## src/rtl/adc_rcv_pkg.sv

```systemverilog
// Shared definitions for the ADC receiver lane-alignment block:
// state encodings, default parameters and a counter-width helper.
package adc_rcv_pkg;

  localparam int         DEF_NLANES = 4;
  localparam int         DEF_DW     = 6;
  localparam logic [5:0] DEF_PAT    = 6'b111000;
  localparam int         DEF_SETTLE = 8;
  localparam int         DEF_NMATCH = 16;
  localparam int         DEF_DSTEPS = 32;

  typedef enum logic [2:0] {
    ST_IDLE,
    ST_CAL,
    ST_WCAL,
    ST_DRESET,
    ST_ALIGN,
    ST_LOCKED,
    ST_FAIL
  } align_state_t;

  typedef enum logic [1:0] {
    LN_RUN,
    LN_ALIGNED,
    LN_FAILED
  } lane_state_t;

  // Width of a counter that must hold 0..maxval without wrapping (at least 1 bit).
  function automatic int cnt_width(input int maxval);
    return (maxval < 2) ? 1 : $clog2(maxval + 1);
  endfunction

endpackage

```

## src/rtl/adc_lane_align_if.sv

```systemverilog
// Bundle of the SERDES/IODELAY-facing and status signals of adc_lane_align.
// The slave modport is the aligner; the master modport is whatever drives it.
interface adc_lane_align_if #(
  parameter int NLANES = 4,
  parameter int DW     = 6
);

  logic                 start;
  logic [NLANES*DW-1:0] din;
  logic                 busy;
  logic [NLANES-1:0]    bs;
  logic [NLANES-1:0]    dinc;
  logic                 dcal;
  logic                 drst;
  logic [NLANES*DW-1:0] dout;
  logic                 valid;
  logic                 done;
  logic [NLANES-1:0]    err;

  modport master (
    output start, din, busy,
    input  bs, dinc, dcal, drst, dout, valid, done, err
  );

  modport slave (
    input  start, din, busy,
    output bs, dinc, dcal, drst, dout, valid, done, err
  );

endinterface

```

## src/rtl/adc_lane_fsm.sv

```systemverilog
// Per-lane aligner: waits for the data to settle, then counts PAT matches,
// stepping through bitslips and IODELAY increments on every mismatch.
module adc_lane_fsm
  import adc_rcv_pkg::*;
#(
  parameter int          DW     = DEF_DW,
  parameter logic [DW-1:0] PAT  = DW'(DEF_PAT),
  parameter int          SETTLE = DEF_SETTLE,
  parameter int          NMATCH = DEF_NMATCH,
  parameter int          DSTEPS = DEF_DSTEPS
) (
  input  logic          clk,
  input  logic          rstn,
  input  logic          en,
  input  logic          clear,
  input  logic [DW-1:0] word,
  output logic          bs,
  output logic          dinc,
  output logic          finished,
  output logic          failed
);

  localparam int SW = cnt_width(SETTLE);
  localparam int MW = cnt_width(NMATCH);
  localparam int LW = cnt_width(DW - 1);
  localparam int TW = cnt_width(DSTEPS);

  lane_state_t   state, state_nxt;
  logic [SW-1:0] settle_cnt, settle_nxt;
  logic [MW-1:0] match_cnt, match_nxt;
  logic [LW-1:0] slip_cnt, slip_nxt;
  logic [TW-1:0] step_cnt, step_nxt;
  logic          bs_nxt, dinc_nxt, finish_now, fail_now;

  always_ff @(posedge clk or negedge rstn) begin
    if (!rstn) begin
      state      <= LN_RUN;
      settle_cnt <= '0;
      match_cnt  <= '0;
      slip_cnt   <= '0;
      step_cnt   <= '0;
      bs         <= 1'b0;
      dinc       <= 1'b0;
    end else begin
      state      <= state_nxt;
      settle_cnt <= settle_nxt;
      match_cnt  <= match_nxt;
      slip_cnt   <= slip_nxt;
      step_cnt   <= step_nxt;
      bs         <= bs_nxt;
      dinc       <= dinc_nxt;
    end
  end

  // A pulse resets the settle counter, so the pulse cycle itself is settle cycle 0.
  always_comb begin
    state_nxt  = state;
    settle_nxt = settle_cnt;
    match_nxt  = match_cnt;
    slip_nxt   = slip_cnt;
    step_nxt   = step_cnt;
    bs_nxt     = 1'b0;
    dinc_nxt   = 1'b0;
    finish_now = 1'b0;
    fail_now   = 1'b0;
    if (clear) begin
      state_nxt  = LN_RUN;
      settle_nxt = '0;
      match_nxt  = '0;
      slip_nxt   = '0;
      step_nxt   = '0;
    end else if (en && state == LN_RUN) begin
      if (settle_cnt != SW'(SETTLE)) begin
        settle_nxt = settle_cnt + SW'(1);
      end else if (word == PAT) begin
        match_nxt = match_cnt + MW'(1);
        if (match_cnt == MW'(NMATCH - 1)) begin
          state_nxt  = LN_ALIGNED;
          finish_now = 1'b1;
        end
      end else begin
        match_nxt = '0;
        if (step_cnt == TW'(DSTEPS)) begin
          state_nxt  = LN_FAILED;
          finish_now = 1'b1;
          fail_now   = 1'b1;
        end else if (slip_cnt != LW'(DW - 1)) begin
          bs_nxt     = 1'b1;
          slip_nxt   = slip_cnt + LW'(1);
          settle_nxt = '0;
        end else begin
          dinc_nxt   = 1'b1;
          slip_nxt   = '0;
          step_nxt   = step_cnt + TW'(1);
          settle_nxt = '0;
        end
      end
    end
  end

  assign finished = (state != LN_RUN) || finish_now;
  assign failed   = (state == LN_FAILED) || fail_now;

endmodule

```

## src/rtl/adc_lane_align.sv

```systemverilog
// ADC lane alignment controller: calibrates and resets the IODELAYs, then runs
// one adc_lane_fsm per lane until every lane is aligned or has given up.
module adc_lane_align
  import adc_rcv_pkg::*;
#(
  parameter int            NLANES = DEF_NLANES,
  parameter int            DW     = DEF_DW,
  parameter logic [DW-1:0] PAT    = DW'(DEF_PAT),
  parameter int            SETTLE = DEF_SETTLE,
  parameter int            NMATCH = DEF_NMATCH,
  parameter int            DSTEPS = DEF_DSTEPS
) (
  input logic             clk,
  input logic             rstn,
  adc_lane_align_if.slave bus
);

  align_state_t         state, state_nxt;
  logic                 wcal_cnt, wcal_nxt;
  logic [NLANES*DW-1:0] dout_q;
  logic [NLANES-1:0]    lane_bs, lane_dinc, lane_finished, lane_failed;
  logic                 lane_en, lane_clear, done_int;

  always_ff @(posedge clk or negedge rstn) begin
    if (!rstn) begin
      state    <= ST_IDLE;
      wcal_cnt <= 1'b0;
      dout_q   <= '0;
    end else begin
      state    <= state_nxt;
      wcal_cnt <= wcal_nxt;
      dout_q   <= bus.din;
    end
  end

  // wcal_cnt enforces the two-cycle minimum in WCAL before BUSY is trusted.
  always_comb begin
    state_nxt = state;
    wcal_nxt  = 1'b0;
    case (state)
      ST_IDLE:   if (bus.start) state_nxt = ST_CAL;
      ST_CAL:    state_nxt = ST_WCAL;
      ST_WCAL: begin
        wcal_nxt = 1'b1;
        if (wcal_cnt && !bus.busy) state_nxt = ST_DRESET;
      end
      ST_DRESET: state_nxt = ST_ALIGN;
      ST_ALIGN: begin
        if (&lane_finished) state_nxt = (|lane_failed) ? ST_FAIL : ST_LOCKED;
      end
      ST_LOCKED, ST_FAIL: if (bus.start) state_nxt = ST_CAL;
      default:   state_nxt = ST_IDLE;
    endcase
  end

  assign lane_en    = (state == ST_ALIGN);
  assign lane_clear = (state == ST_DRESET);

  for (genvar g = 0; g < NLANES; g++) begin : g_lane
    adc_lane_fsm #(
      .DW     (DW),
      .PAT    (PAT),
      .SETTLE (SETTLE),
      .NMATCH (NMATCH),
      .DSTEPS (DSTEPS)
    ) u_lane (
      .clk      (clk),
      .rstn     (rstn),
      .en       (lane_en),
      .clear    (lane_clear),
      .word     (bus.din[g*DW +: DW]),
      .bs       (lane_bs[g]),
      .dinc     (lane_dinc[g]),
      .finished (lane_finished[g]),
      .failed   (lane_failed[g])
    );
  end

  // ERR is only meaningful once done, so it is masked to zero during a restart.
  assign done_int  = (state == ST_LOCKED) || (state == ST_FAIL);
  assign bus.bs    = lane_bs;
  assign bus.dinc  = lane_dinc;
  assign bus.dcal  = (state == ST_CAL);
  assign bus.drst  = (state == ST_DRESET);
  assign bus.valid = (state == ST_LOCKED);
  assign bus.done  = done_int;
  assign bus.err   = done_int ? lane_failed : '0;
  assign bus.dout  = dout_q;

endmodule

```

## src/flat_wrapper.sv

```systemverilog
// flat-port wrapper written by rule: the top's interface ports become plain ports
module adc_lane_align_flat import adc_rcv_pkg::*;
#(
  parameter int            NLANES = DEF_NLANES,
  parameter int            DW     = DEF_DW,
  parameter logic [DW-1:0] PAT    = DW'(DEF_PAT),
  parameter int            SETTLE = DEF_SETTLE,
  parameter int            NMATCH = DEF_NMATCH,
  parameter int            DSTEPS = DEF_DSTEPS
)
  (clk, rstn, bus_start, bus_din, bus_busy, bus_bs, bus_dinc, bus_dcal, bus_drst, bus_dout, bus_valid, bus_done, bus_err);
  adc_lane_align_if #(.NLANES(NLANES), .DW(DW)) bus_i ();
  input logic clk;
  input logic rstn;
  input wire logic [$bits(bus_i.start)-1:0] bus_start;
  input wire logic [$bits(bus_i.din)-1:0] bus_din;
  input wire logic [$bits(bus_i.busy)-1:0] bus_busy;
  output wire logic [$bits(bus_i.bs)-1:0] bus_bs;
  output wire logic [$bits(bus_i.dinc)-1:0] bus_dinc;
  output wire logic [$bits(bus_i.dcal)-1:0] bus_dcal;
  output wire logic [$bits(bus_i.drst)-1:0] bus_drst;
  output wire logic [$bits(bus_i.dout)-1:0] bus_dout;
  output wire logic [$bits(bus_i.valid)-1:0] bus_valid;
  output wire logic [$bits(bus_i.done)-1:0] bus_done;
  output wire logic [$bits(bus_i.err)-1:0] bus_err;
  assign bus_i.start = bus_start;
  assign bus_i.din = bus_din;
  assign bus_i.busy = bus_busy;
  assign bus_bs = bus_i.bs;
  assign bus_dinc = bus_i.dinc;
  assign bus_dcal = bus_i.dcal;
  assign bus_drst = bus_i.drst;
  assign bus_dout = bus_i.dout;
  assign bus_valid = bus_i.valid;
  assign bus_done = bus_i.done;
  assign bus_err = bus_i.err;
  adc_lane_align #(.NLANES(NLANES), .DW(DW), .PAT(PAT), .SETTLE(SETTLE), .NMATCH(NMATCH), .DSTEPS(DSTEPS)) u_core (.clk(clk), .rstn(rstn), .bus(bus_i));
endmodule
```

## config.mk

```make
export PLATFORM = sky130hd
export DESIGN_NAME = adc_lane_align_flat
export DESIGN_NICKNAME = d
export VERILOG_FILES = /design/src/rtl/adc_rcv_pkg.sv /design/src/rtl/adc_lane_align_if.sv /design/src/rtl/adc_lane_fsm.sv /design/src/rtl/adc_lane_align.sv /design/src/flat_wrapper.sv
export SDC_FILE = /design/constraint.sdc
export NUM_CORES = 1
export LEC_CHECK = 0
export CAP_MARGIN = 10
export CORE_MARGIN = 4
export CORE_UTILIZATION = 50
export DETAILED_ROUTE_END_ITERATION = 10
export MAX_ROUTING_LAYER = met4
export PLACE_DENSITY = 0.75
export SLEW_MARGIN = 40
export SYNTH_ARGS = -nofsm -noshare
export SYNTH_HDL_FRONTEND = slang
export SYNTH_SLANG_ARGS = --single-unit
```

## constraint.sdc

```tcl
create_clock -name clk -period 2.25 [get_ports clk]
set_input_delay 0.675 -clock clk [delete_from_list [all_inputs] [get_ports clk]]
set_output_delay 0.675 -clock clk [all_outputs]
set_load 0.005 [all_outputs]
```

# Word level (Yosys, flattened, before mapping)
# Index checks and enable logic that the tools add are counted.
dict set report word_totals {
  register_bits 116
  in_bits 28
  out_inout_bits 40
}
dict set report classes {
  add_sub_neg 16
  eq_ne 61
  n_mux 203
  n_reduce_logical 56
}
# op count
set ops {}
lappend ops {{$mux W6} 24}
lappend ops {{$mux W1} 89}
lappend ops {{$mux W4} 21}
lappend ops {{$mux W3} 27}
lappend ops {{$mux W5} 16}
lappend ops {{$mux W2} 25}
lappend ops {{$eq A6 B6 Y1 const B} 8}
lappend ops {{$ne A3 B3 Y1 const B} 12}
lappend ops {{$reduce_and A4 Y1} 9}
lappend ops {{$ne A2 B2 Y1 const B} 16}
lappend ops {{$add A6 B1 Y6 const B} 4}
lappend ops {{$add A5 B1 Y5 const B} 4}
lappend ops {{$eq A5 B4 Y1 const B} 4}
lappend ops {{$reduce_and A5 Y1} 4}
lappend ops {{$add A4 B1 Y4 const B} 4}
lappend ops {{$ne A4 B4 Y1 const B} 4}
lappend ops {{$reduce_bool A2 Y1} 8}
lappend ops {{$pmux W3 S5} 1}
lappend ops {{$reduce_and A3 Y1} 5}
lappend ops {{$add A3 B1 Y3 const B} 4}
lappend ops {{$ne A3 B2 Y1 const B} 4}
lappend ops {{$reduce_bool A3 Y1} 4}
lappend ops {{$eq A3 B3 Y1 const B} 3}
lappend ops {{$logic_or A1 B1 Y1} 9}
lappend ops {{11 further kinds} 27}

# Longest topological paths before layout
# Gate-level depths: netlist of the first run.
dict set report depth {
  ltp_word 11
  depth_mapped 10
  depth_no_buf 10
}

# Cells and area by module
# From an unflattened synthesis of the first run, not the netlist that was laid out.
dict set report hier_totals {
  cells_unflattened 639
  area_unflattened_um2 6289.8
}
# module instances cells_each area_each_um2 seq_area_each_um2
set modules_own_cells {}
lappend modules_own_cells {{adc_lane_fsm (u_core.g_lane[0].u_lane)} 1 144 1377.6 550.5}
lappend modules_own_cells {{adc_lane_fsm (u_core.g_lane[3].u_lane)} 1 147 1353.8 550.5}
lappend modules_own_cells {{adc_lane_fsm (u_core.g_lane[2].u_lane)} 1 143 1337.5 550.5}
lappend modules_own_cells {{adc_lane_fsm (u_core.g_lane[1].u_lane)} 1 144 1300.0 550.5}
lappend modules_own_cells {adc_lane_align 1 61 920.9 700.7}

# Worst setup path after synthesis of the first run
# No wires, ideal clock.
dict set report synth_path {
  path_kind {flip-flop to flip-flop}
  start {register u_core.state[1]}
  end {register u_core.g_lane[1].u_lane.slip_cnt[1]}
  arrival_time_ps 2426
  t_required_ps 2172
  path_slack_ps -254
  stages_incl_launch_ff 10
  period_less_slack_ps 2504
  cell_sequence {dfrtp_1 buf_6 or3b_1 buf_6 or4_4 buf_6 nor3_2 nand2_1 or3_1 a21oi_1}
}
dict set report synth_via {
  elab_chain_len 4
  word_cells_on_any_way 9
  classes_between {eq/ne (5); mux (1); reduce/logical (3)}
}
# element line_no
set synth_rtl {}
lappend synth_rtl {{start: declaration} adc_lane_align.sv:18} ;# align_state_t state, state_nxt;
lappend synth_rtl {{start signal: assignment} adc_lane_align.sv:30} ;# state <= state_nxt;
lappend synth_rtl {{$eq A3 B3 Y1} adc_lane_align.sv:56} ;# assign lane_en = (state == ST_ALIGN);
lappend synth_rtl {{$logic_and A1 B1 Y1} adc_lane_fsm.sv:72} ;# end else if (en && state == LN_RUN) begin
lappend synth_rtl {{$reduce_bool A2 Y1 (no line)} --}
lappend synth_rtl {{$reduce_and A4 Y1 (no line)} --}
lappend synth_rtl {{end signal: assignment} adc_lane_fsm.sv:48} ;# slip_cnt <= slip_nxt;
lappend synth_rtl {{end: declaration} adc_lane_fsm.sv:31} ;# logic [LW-1:0] slip_cnt, slip_nxt;
# Parallel ways exist; a longest one is shown, timed or not.
# A chain may end at the register's enable or synchronous reset.

# Worst setup path in the final report of the first run
dict set report layout_path {
  start {register u_core.state[0]}
  end {output bus_err[2]}
}
dict set report layout_via {
  elab_chain_len 6
  word_cells_on_any_way 10
  classes_between {eq/ne (4); mux (3); reduce/logical (3)}
}
# element line_no
set layout_rtl {}
lappend layout_rtl {{$eq A3 B3 Y1} adc_lane_align.sv:56}
lappend layout_rtl {{$logic_and A1 B1 Y1} adc_lane_fsm.sv:72}
lappend layout_rtl {{$mux W1} adc_lane_fsm.sv:72}
lappend layout_rtl {{$mux W1} adc_lane_fsm.sv:66} ;# if (clear) begin
lappend layout_rtl {{$logic_or A1 B1 Y1} adc_lane_fsm.sv:102} ;# assign failed = (state == LN_FAILED) || fail_now;
lappend layout_rtl {{$mux W4 *} adc_lane_align.sv:87} ;# assign bus.err = done_int ? lane_failed : '0;
lappend layout_rtl {{end: declaration} flat_wrapper.sv:25} ;# output wire logic [$bits(bus_i.err)-1:0] bus_err;
# Every way passes the cells marked *; elsewhere a longest branch is shown, timed or not.

==> results of run 1 <==
==> flip-flops by register name (all words and copies together), names as in the netlist <==
name and count:
u_core.wcal_cnt 1, u_core.g_lane.u_lane.bs 4, u_core.state 3, u_core.g_lane.u_lane.match_cnt 20, u_core.g_lane.u_lane.settle_cnt 16, u_core.bus.dout 24
u_core.g_lane.u_lane.dinc 4, u_core.g_lane.u_lane.slip_cnt 12, u_core.g_lane.u_lane.state 8, u_core.g_lane.u_lane.step_cnt 24
==> layout make-up <==
class                           count  share of cell area
Tap cell                          140             0.02097
Multi-Input combinational cell    394              0.3346
Clock inverter                     10             0.02097
Timing Repair Buffer              197              0.2058
Clock buffer                       22             0.05662
Sequential cell                   116              0.3475
Inverter                           30             0.01348
==> critical path, stage by stage (launching register included) <==
cell and delay (ns):
dfrtp_1 0.38, buf_4 0.20, nand3b_1 0.16, inv_2 0.08, nor4_4 0.25, buf_4 0.16
a32oi_2 0.11, nor2_1 0.09, buf_2 0.12
==> cell usage in the layout (no fill, tap or decap), types with 9 or more instances in the layout <==
cell type        count
nor3_4               9
dfrtp_1            116
clkbuf_16           16
buf_6               17
dlygate4sd2_1       13
o21ai_0             19
ha_1                22
nand4_1             10
clkdlybuf4s50_1     46
nand3_1             23
a21oi_1             27
inv_1               24
nand2_1             47
and3_1              13
nor2_1              68
xor2_1              20
buf_4              110
nand3b_1             9
==> logic make-up (layout without fill, tap and decap cells) <==
logic type	Yosys count	after routing
multiplexers	5	5
AO/OA/AOI/OAI	84	84
XOR/XNOR	27	27
flip-flops	116	116
buffers and inverters	60	259
adder cells (fa/ha/maj)	24	24
AND/OR/NAND/NOR	254	254
==> final timing paths <==
check	start	to
min in group clk	bus_din[21]	u_core.bus.dout[21]$_DFF_PN0_
min reg2reg	u_core.g_lane[2].u_lane.match_cnt[3]$_DFFE_PN0P_	u_core.g_lane[2].u_lane.match_cnt[3]$_DFFE_PN0P_
max in group asynchronous	rstn	u_core.g_lane[3].u_lane.slip_cnt[2]$_DFFE_PN0P_
max reg2reg	u_core.state[0]$_DFFE_PN0P_	u_core.g_lane[1].u_lane.slip_cnt[1]$_DFFE_PN0P_
min	rstn	u_core.g_lane[2].u_lane.settle_cnt[3]$_DFFE_PN0P_
max	u_core.state[0]$_DFFE_PN0P_	bus_err[2]
==> stage by stage <==
stage	instances	worst slack, ns	total power, uW
detailed placement	844	-0.9809	4405
finish	909	-0.4968	7987
floorplan	570	-0.1062	3564
global placement	844	-0.9662	4289
CTS	886	-0.5117	7550
global route	909	-0.6434	8342
==> per-layer routing <==
metal	vias to the layer above	share of wire	wire (um)
met5	-	0	0
met1	2545	0.37	6022
met2	188	0.52	8445
met3	70	0.062	993
li1	2355	-	-
met4	0	0.039	635
==> what timing repair did <==
action                                  CTS  global route
endpoints found under the setup margin   18            42
pin swaps                                24            30
resized for setup                        73            64
setup buffers                            11            26
cloned                                    0             0
==> power breakdown <==
part / internal, uW / leakage (uW) / switching [uW]
registers: 2410 / 0.00154 / 277
clock network: 2020 / 0.000325 / 959
logic: 1130 / 0.00206 / 1190
total: 5560 / 0.00392 / 2430
==> impl_metrics.tcl, run 1 <==
set metrics [dict create \
    grt_max_degree 72 \
    synth.mux.area_fraction 0.008931 \
    clk_path_buf_depth 2 \
    die_area_sq_mm 0.01297 \
    grt.overflow.total 0 \
    tns_ns -7.462 \
    vias 5158 \
    place_hpwl_mm 9.301 \
    clock-sinks 116 \
    detail-route-antenna-nets 0 \
    fmax_ghz 0.3641 \
    cap_violations 0 \
    rows 38 \
    routed_wl_mm 16.10 \
    drtIter0Drc 349 \
    ioPinCount 68 \
    synth.most_common_cell "dfrtp_1" \
    cts-root-buf "clkbuf_8" \
    ctsHoldBuffers 0 \
    synth_nets 622 \
    grtUsageTotal 0.2396 \
    worstPathRequired_ns 1.57 \
    reg2reg_depth 11 \
    clk_pin_slew_ns 0.06 \
    chipWidth_um 113.9 \
    period_minus_slack_ns 2.747 \
    initial_core_util 0.5147 \
    grtUsageMet2 0.4032 \
    grt_pass1_vias 5223 \
    gp_congestion 0.8406 \
    design_area_sq_mm 0.008353 \
    area_growth_pct 49.05 \
    use_met3 0.06260 \
    worst_slack_ns -0.4968 \
    drv_slew 0 \
    worstSetupPathType "reg -> out" \
    slew_headroom 0.6130 \
    htreeDepth 4 \
    synth_top_cells_by_area "dfrtp_1 52%, ha_1 5.4%, nor2_1 4.8%, nand2_1 3.4%, xor2_1 3.3%" \
    synthesis.area_sq_mm 0.005604 \
    hold_path.class "in -> async" \
    fp.dieH_um 113.9 \
    fin_crit_sh 1.221 \
    fill_cells 670 \
    yosys.area_share.simple 0.2420 \
    p_leak_uw 0.003923 \
    layout-drive-gt1-share 0.3043 \
    setup_viol 47 \
    synthArstFlopShare 1.000 \
    ys_warn_count 0 \
    clk_latency_ns 0.54 \
    synthTopCellsByCount "116 x dfrtp_1, 71 x nor2_1, 51 x nand2_1" \
    synth_top_area_frac 0.5180 \
    dpl_cell_area_sq_mm 0.007054 \
    grt_antenna_before_repair 0 \
    cp_max_fo 12 \
    vias_per_cell 5.674 \
    grtUsageMet1 0.2679 \
    fin_util 0.7672 \
    synth_top_family_by_area "simple AND/OR/NAND/NOR gates" \
    finClkSkew_ns 0.006461 \
    synth.ff_latch_count 116 \
    multi_input_area_sq_mm 0.002795 \
    startpoint_type "flip-flop" \
    critical_path_arrival_ns 2.07 \
    nets 808 \
    dr.pass1.iters 5 \
    cts_tree "done" \
    status "complete, but fails checks" \
    core-area_sq_mm 0.01089 \
    drc 0 \
    ir_drop_mv 0.7628 \
    synth_top_flop_cell "dfrtp_1" \
    rsz0062_at_grt "true" \
    syn_avg_cell_area_sq_um 9.832 \
    ff2ff_setup_slack_ns -0.40 \
    synth_compound_area_frac 0.08573 \
    yosysSeqAreaShare 0.5180 \
    synth_top_area_cell "dfrtp_1" \
    yosysUniqueCellTypes 46 \
    synthCells 570 \
    antenna_cells 0 \
    synth_edf_count 0 \
    hold_viol_final 0 \
    violations "setup timing" \
    synth-xor-area-share 0.04220 \
    grt_first_pass_wirelength_mm 24.01 \
    numCtsBuffers 17 \
    wl_per_cell_um 17.71 \
    worst_slew_pin_slew_ns 0.5806 \
    cp-end-kind "output pin" \
    seqCellArea_sq_mm 0.002903 \
    synthAdderAreaFrac 0.05358 \
    grt.busiest_layer "met2" \
    numPortBuffers 67 \
    p_per_area_mw_per_mm2 956.1 \
    hold-worst-slack_ns 0.04697 \
]
Note: power is estimated with default switching activity, not from simulation.
==> inputs of run 2 (changes only) <==
--- a/config.mk
+++ b/config.mk
@@ -8,6 +8,8 @@
 export CAP_MARGIN = 10
 export CORE_MARGIN = 4
 export CORE_UTILIZATION = 50
+export CTS_BUF_LIST = sky130_fd_sc_hd__clkbuf_4
+export CTS_CLUSTER_DIAMETER = 80
 export DETAILED_ROUTE_END_ITERATION = 10
 export MAX_ROUTING_LAYER = met4
 export PLACE_DENSITY = 0.75
==> run 2 against run 1 <==
The flow still finishes with violations (setup timing). Clock power fell by 41%. Sequential share of layout area rose by 1.1 points. Via count fell by 0.56%. Largest cell class unchanged. Largest power group is now registers.
==> impl_metrics.tcl, run 2 (same netlist as run 1, synthesis figures left out) <==
set metrics [dict create \
    status "complete, but fails checks" \
    violations "setup timing" \
    finClkSkew_ns 0.01954 \
    fmax_ghz 0.3598 \
    rows 38 \
    worst_slack_ns -0.5290 \
    chipWidth_um 113.9 \
    total_power_uw 6933 \
    period_minus_slack_ns 2.779 \
    setup_viol 32 \
    dpl_cell_area_sq_mm 0.007054 \
    ff2ff_setup_slack_ns -0.43 \
    initial_core_util 0.5147 \
    min-delay-start "bus_din[9]" \
    r2r-end "u_core.g_lane[1].u_lane.slip_cnt[1]$_DFFE_PN0P_" \
    htreeDepth 4 \
    critPathTopFamily "simple AND/OR/NAND/NOR gates" \
    drv_slew 0 \
    design_area_sq_mm 0.008107 \
    clk_path_buf_depth 2 \
    cap_violations 0 \
    drtIter0Drc 425 \
    tns_ns -6.668 \
    grt_max_degree 72 \
    cp_max_fo 2 \
    routed_wl_mm 15.92 \
    worst_slew_pin_slew_ns 0.5624 \
    cts_tree "done" \
    hold_end "u_core.bus.dout[9]$_DFF_PN0_" \
    ir_drop_mv 0.7132 \
    gp_congestion 0.8406 \
    numCtsBuffers 17 \
    dr.pass1.iters 8 \
    critPathLaunch "bus_din[12]" \
    cp-end-kind "output pin" \
    cts-root-buf "clkbuf_4" \
    vias 5129 \
    nets 816 \
    critical_path_arrival_ns 2.10 \
    detail-route-antenna-nets 0 \
    crit_chain "clkdlybuf4s50_1 -> nor4b_2 -> nand3_1 -> a32oi_2 -> nor2_1 -> buf_2" \
    grt_first_pass_wirelength_mm 22.85 \
    crit_slowest_cell "clkdlybuf4s50_1" \
    clock-sinks 116 \
    p_per_area_mw_per_mm2 855.3 \
    vias_per_cell 5.593 \
    p_leak_uw 0.003840 \
    ioPinCount 68 \
    die_area_sq_mm 0.01297 \
    grt.overflow.total 0 \
    clk_pin_slew_ns 0.10 \
    area_growth_pct 44.65 \
    worstSetupPathType "in -> out" \
    fp.dieH_um 113.9 \
    place_hpwl_mm 9.301 \
    cpPeakStageDelay_ns 0.44 \
    wl_per_cell_um 17.37 \
    grt_pass1_vias 5001 \
    reg2reg_depth 10 \
    rsz0062_at_grt "true" \
    crit_cells 6 \
    antenna_cells 0 \
    crit_buf_inv 2 \
    core-area_sq_mm 0.01089 \
    fin_crit_sh 1.235 \
    hold_viol_final 0 \
    layout_common_cells "116 x dfrtp_1, 113 x buf_4, 67 x nor2_1, 47 x nand2_1, 47 x clkdlybuf4s50_1" \
    r2r-start "u_core.state[1]$_DFFE_PN0P_" \
    layout-drive-gt1-share 0.3050 \
    startpoint_type "input port" \
    final_common_cell "dfrtp_1" \
    hold_path.class "in -> reg" \
    holdPathStages 1 \
    grtUsageTotal 0.2270 \
    grt_antenna_before_repair 0 \
    numPortBuffers 67 \
    worstPathRequired_ns 1.57 \
    drc 0 \
    slew_headroom 0.6251 \
    clk_latency_ns 0.55 \
]
-- run 2: changes by cell type in the layout (fill, tap and decap cells not counted), sizes merged --
cell / before / now
buf: 136 / 145
dlygate4sd2: 13 / 6
clkbuf: 23 / 19
clkinv: 5 / 9
dlymetal6s2s: 1 / 5
clkdlybuf4s50: 46 / 47
dlygate4sd3: 0 / 1
-- run 2: how the worst max path moves through the flow --
| stage | to | slack, ns |
|---|---|---|
| 5_1_grt | bus_err[2] | -0.69 |
| 2_1_floorplan | u_core.g_lane[1].u_lane.slip_cnt[1]$_DFFE_PN0P_ | -0.11 |
| 4_1_cts | bus_err[2] | -0.55 |
| 3_5_place_dp | bus_err[0] | -0.98 |
| 6_report | bus_err[2] | -0.53 |
| 3_3_place_gp | bus_err[0] | -0.97 |
-- run 2: worst reg2reg max path: cells and delay by family, from the launching register on --
kind | cells | cell delay (ns)
flops | 1 | 0.41
compound gates | 1 | 0.13
simple gates | 5 | 1.55
buf+inv | 4 | 0.52
-- run 2: layer usage --
metal | routed length (um) | GRT usage | vias to the layer above
met4 | 529 | 0.08709 | 0
met5 | 0 | - | -
met2 | 8386 | 0.3785 | 187
li1 | - | - | 2375
met3 | 845 | 0.04934 | 46
met1 | 6162 | 0.2708 | 2521
-- run 2: what timing repair did --
| item | CTS | global route |
|---|---|---|
| setup endpoints to repair | 17 | 43 |
| gates resized for setup | 70 | 75 |
| hold endpoints to repair | 18 | 0 |
| gates cloned | 0 | 0 |
| buffers inserted | 13 | 33 |
| pin swaps | 26 | 35 |
| hold buffers | 1 | 0 |
-- run 2: area by class of cell --
cell class	instances	area (sq um)
well taps	140	175.2
clock inverters	14	190.2
clock buffers	18	135.1
inverters	30	115.1
repair buffers	205	1802
multi-input cells	394	2786
flip-flops and latches	116	2903
fillers	714	2781
-- run 2: metrics by stage --
stage,setup slack (ns),hold WS [ns],utilization,cells
2_1_floorplan,-0.1062,0.3794,-,570
4_1_cts,-0.5518,0.3400,0.6978,889
5_1_grt,-0.6877,0.2608,0.7445,917
3_3_place_gp,-0.9662,0.4597,0.6479,844
6_report,-0.5290,0.2971,0.7445,917
3_5_place_dp,-0.9809,0.4690,0.6479,844
-- run 2: where the power goes --
part | switching, uW | internal (uW)
sequential | 270 | 2400
combinational | 1250 | 1240
clock | 793 | 981
==> inputs of run 3 (changes only) <==
--- a/config.mk
+++ b/config.mk
@@ -13,6 +13,7 @@
 export DETAILED_ROUTE_END_ITERATION = 10
 export MAX_ROUTING_LAYER = met4
 export PLACE_DENSITY = 0.75
+export REMOVE_ABC_BUFFERS = 1
 export SLEW_MARGIN = 40
 export SYNTH_ARGS = -nofsm -noshare
 export SYNTH_HDL_FRONTEND = slang
==> constraint.sdc (replaced) <==
create_clock -name clk -period 2.25 [get_ports clk]
set_input_delay 0.675 -clock clk [delete_from_list [all_inputs] [get_ports clk]]
set_output_delay 0.675 -clock clk [all_outputs]
set_load 0.02 [all_outputs]
==> run 3 against run 2 <==
The run still ends with setup timing left. Sequential share of layout area up 1.4 points. First-iteration DRC count fell by 30%. Via count is 4.7% lower. Sequential cell count is the same. Clock skew down 0.0050 ns. Critical endpoint unchanged.
==> impl_metrics.tcl, run 3 (same netlist as run 1, synthesis figures left out) <==
set metrics [dict create \
    worst_slew_pin_slew_ns 0.5572 \
    p_per_area_mw_per_mm2 791.5 \
    htreeDepth 4 \
    area_growth_pct 39.34 \
    wl_per_cell_um 15.85 \
    cts-root-buf "clkbuf_4" \
    chipWidth_um 113.9 \
    ir_drop_mv 0.5534 \
    finClkSkew_ns 0.01450 \
    p_sw_uw 2152 \
    nets 811 \
    place_hpwl_mm 9.440 \
    clk_latency_ns 0.54 \
    status "complete, but fails checks" \
    initial_core_util 0.5147 \
    ff2ff_setup_slack_ns -0.35 \
    rows 38 \
    fp.dieH_um 113.9 \
    routed_wl_mm 14.45 \
    cap_violations 0 \
    slew_headroom 0.6257 \
    vias_per_cell 5.361 \
    grtUsageTotal 0.2353 \
    violations "setup timing" \
    p_sw_frac 0.3482 \
    clk_pin_slew_ns 0.10 \
    cp-end-kind "output pin" \
    drc 0 \
    p_leak_uw 0.003747 \
    cp_max_fo 9 \
    vias 4889 \
    hold_viol_final 0 \
    dr.pass1.iters 7 \
    grt_antenna_before_repair 0 \
    pwr-share-comb 0.373 \
    numCtsBuffers 17 \
    period_minus_slack_ns 2.795 \
    gp_congestion 0.8384 \
    layout_common_cells "123 x buf_4, 116 x dfrtp_1, 68 x nor2_1, 49 x nand2_1, 44 x clkdlybuf4s50_1" \
    drv_slew 0 \
    grt_max_degree 72 \
    startpoint_type "flip-flop" \
    core-area_sq_mm 0.01089 \
    fmax_ghz 0.3578 \
    worst_slack_ns -0.5447 \
    worstPathRequired_ns 1.57 \
    die_area_sq_mm 0.01297 \
    final_common_cell "buf_4" \
    clock-sinks 116 \
    grt.overflow.total 0 \
    seq_power_share 0.423 \
    grt_pass1_vias 5028 \
    rsz0062_at_grt "true" \
    dp_slack_ns -1.062 \
    hold-worst-slack_ns 0.1031 \
    multi_input_area_sq_mm 0.002683 \
    fin_crit_sh 1.242 \
    setup_viol 21 \
    grt_first_pass_wirelength_mm 23.49 \
    layout-drive-gt1-share 0.2759 \
    p_int_uw 4028 \
    ioPinCount 68 \
    numPortBuffers 67 \
    cts_tree "done" \
    clk_path_buf_depth 2 \
    hold_path.class "in -> async" \
    critical_path_arrival_ns 2.12 \
    worstSetupPathType "reg -> out" \
    fill_cells 756 \
    detail-route-antenna-nets 0 \
    antenna_cells 0 \
    drtIter0Drc 297 \
    seqCellArea_sq_mm 0.002903 \
    pwr-share-clk 0.203 \
]
==> run 3: changes by cell type in the layout (fill, tap and decap cells not counted), moves of 4 or more <==
cell / previous run / this run
nor3_1: 9 / 13
buf_2: 6 / 1
buf_6: 22 / 16
clkbuf_4: 18 / 24
nor3_4: 8 / 3
bufinv_16: 5 / 0
buf_4: 113 / 123
dlygate4sd2_1: 6 / 12
==> run 3: repair_timing <==
action,4_1_cts,5_1_grt
endpoints found under the setup margin,19,27
buffers inserted,7,23
endpoints found under the hold margin,0,0
cloned,0,1
pin swaps,20,22
hold buffers,0,0
resized for setup,90,30
==> run 3: power by group through the flow <==
stage	combinational [uW]	clock [uW]	sequential, uW
CTS	1990	1280	2600
detailed placement	1880	0	2630
finish	2310	1260	2620
global route	2530	1390	2660
floorplan	860	0	2700
global placement	1780	0	2610
==> run 3: final cells by class <==
| type | instances | area share |
|---|---|---|
| Sequential cell | 116 | 0.3717 |
| Multi-Input combinational cell | 394 | 0.3435 |
| Timing Repair Buffer | 200 | 0.2202 |
| Clock buffer | 24 | 0.02307 |
| Tap cell | 140 | 0.02243 |
| Inverter | 30 | 0.01442 |
| Clock inverter | 8 | 0.004647 |
==> run 3: metal layers <==
layer | routed length [um] | part of all wire | global-route usage | up-vias
met5 | 0 | 0 | - | -
met4 | 314 | 0.022 | 0.08314 | 0
met3 | 762 | 0.053 | 0.05889 | 33
met2 | 7398 | 0.51 | 0.3934 | 138
met1 | 5978 | 0.41 | 0.2776 | 2363
li1 | - | - | - | 2355
==> run 3: worst max-delay path, cell delays in order, from the launching register on <==
cell and delay (ns):
dfrtp_1 0.40, buf_4 0.19, nand3b_1 0.20, inv_2 0.09, nor4_4 0.27, a32oi_2 0.15, nor2_1 0.13, buf_4 0.15
==> run 3: path summary, 6_finish.rpt <==
| check | startpoint | end | depth (start not counted) |
|---|---|---|---|
| worst max-delay path | u_core.state[1]$_DFFE_PN0P_ | bus_err[2] | 7 |
| worst min-delay path | rstn | u_core.g_lane[1].u_lane.step_cnt[2]$_DFFE_PN0P_ | 1 |
| worst max register to register | u_core.state[1]$_DFFE_PN0P_ | u_core.g_lane[1].u_lane.step_cnt[5]$_DFFE_PN0P_ | 9 |
| worst min register to register | u_core.g_lane[0].u_lane.match_cnt[3]$_DFFE_PN0P_ | u_core.g_lane[0].u_lane.match_cnt[3]$_DFFE_PN0P_ | 1 |
| max in group asynchronous | rstn | u_core.g_lane[2].u_lane.step_cnt[4]$_DFFE_PN0P_ | 2 |
| min in group clk | bus_din[9] | u_core.bus.dout[9]$_DFF_PN0_ | 1 |
==> run 3: per-stage QoR <==
step	TNS [ns]	cells	cell area (sq um)	util	power (uW)
final	-5.261	912	7809	0.7172	6180
after global routing	-7.613	912	7809	0.7172	6581
after CTS	-2.038	889	7508	0.6896	5873
after detailed placement	-19.65	851	7088	0.6510	4510
after global placement	-17.11	851	7088	0.6510	4389
after floorplan	-2.561	540	5439	-	3565
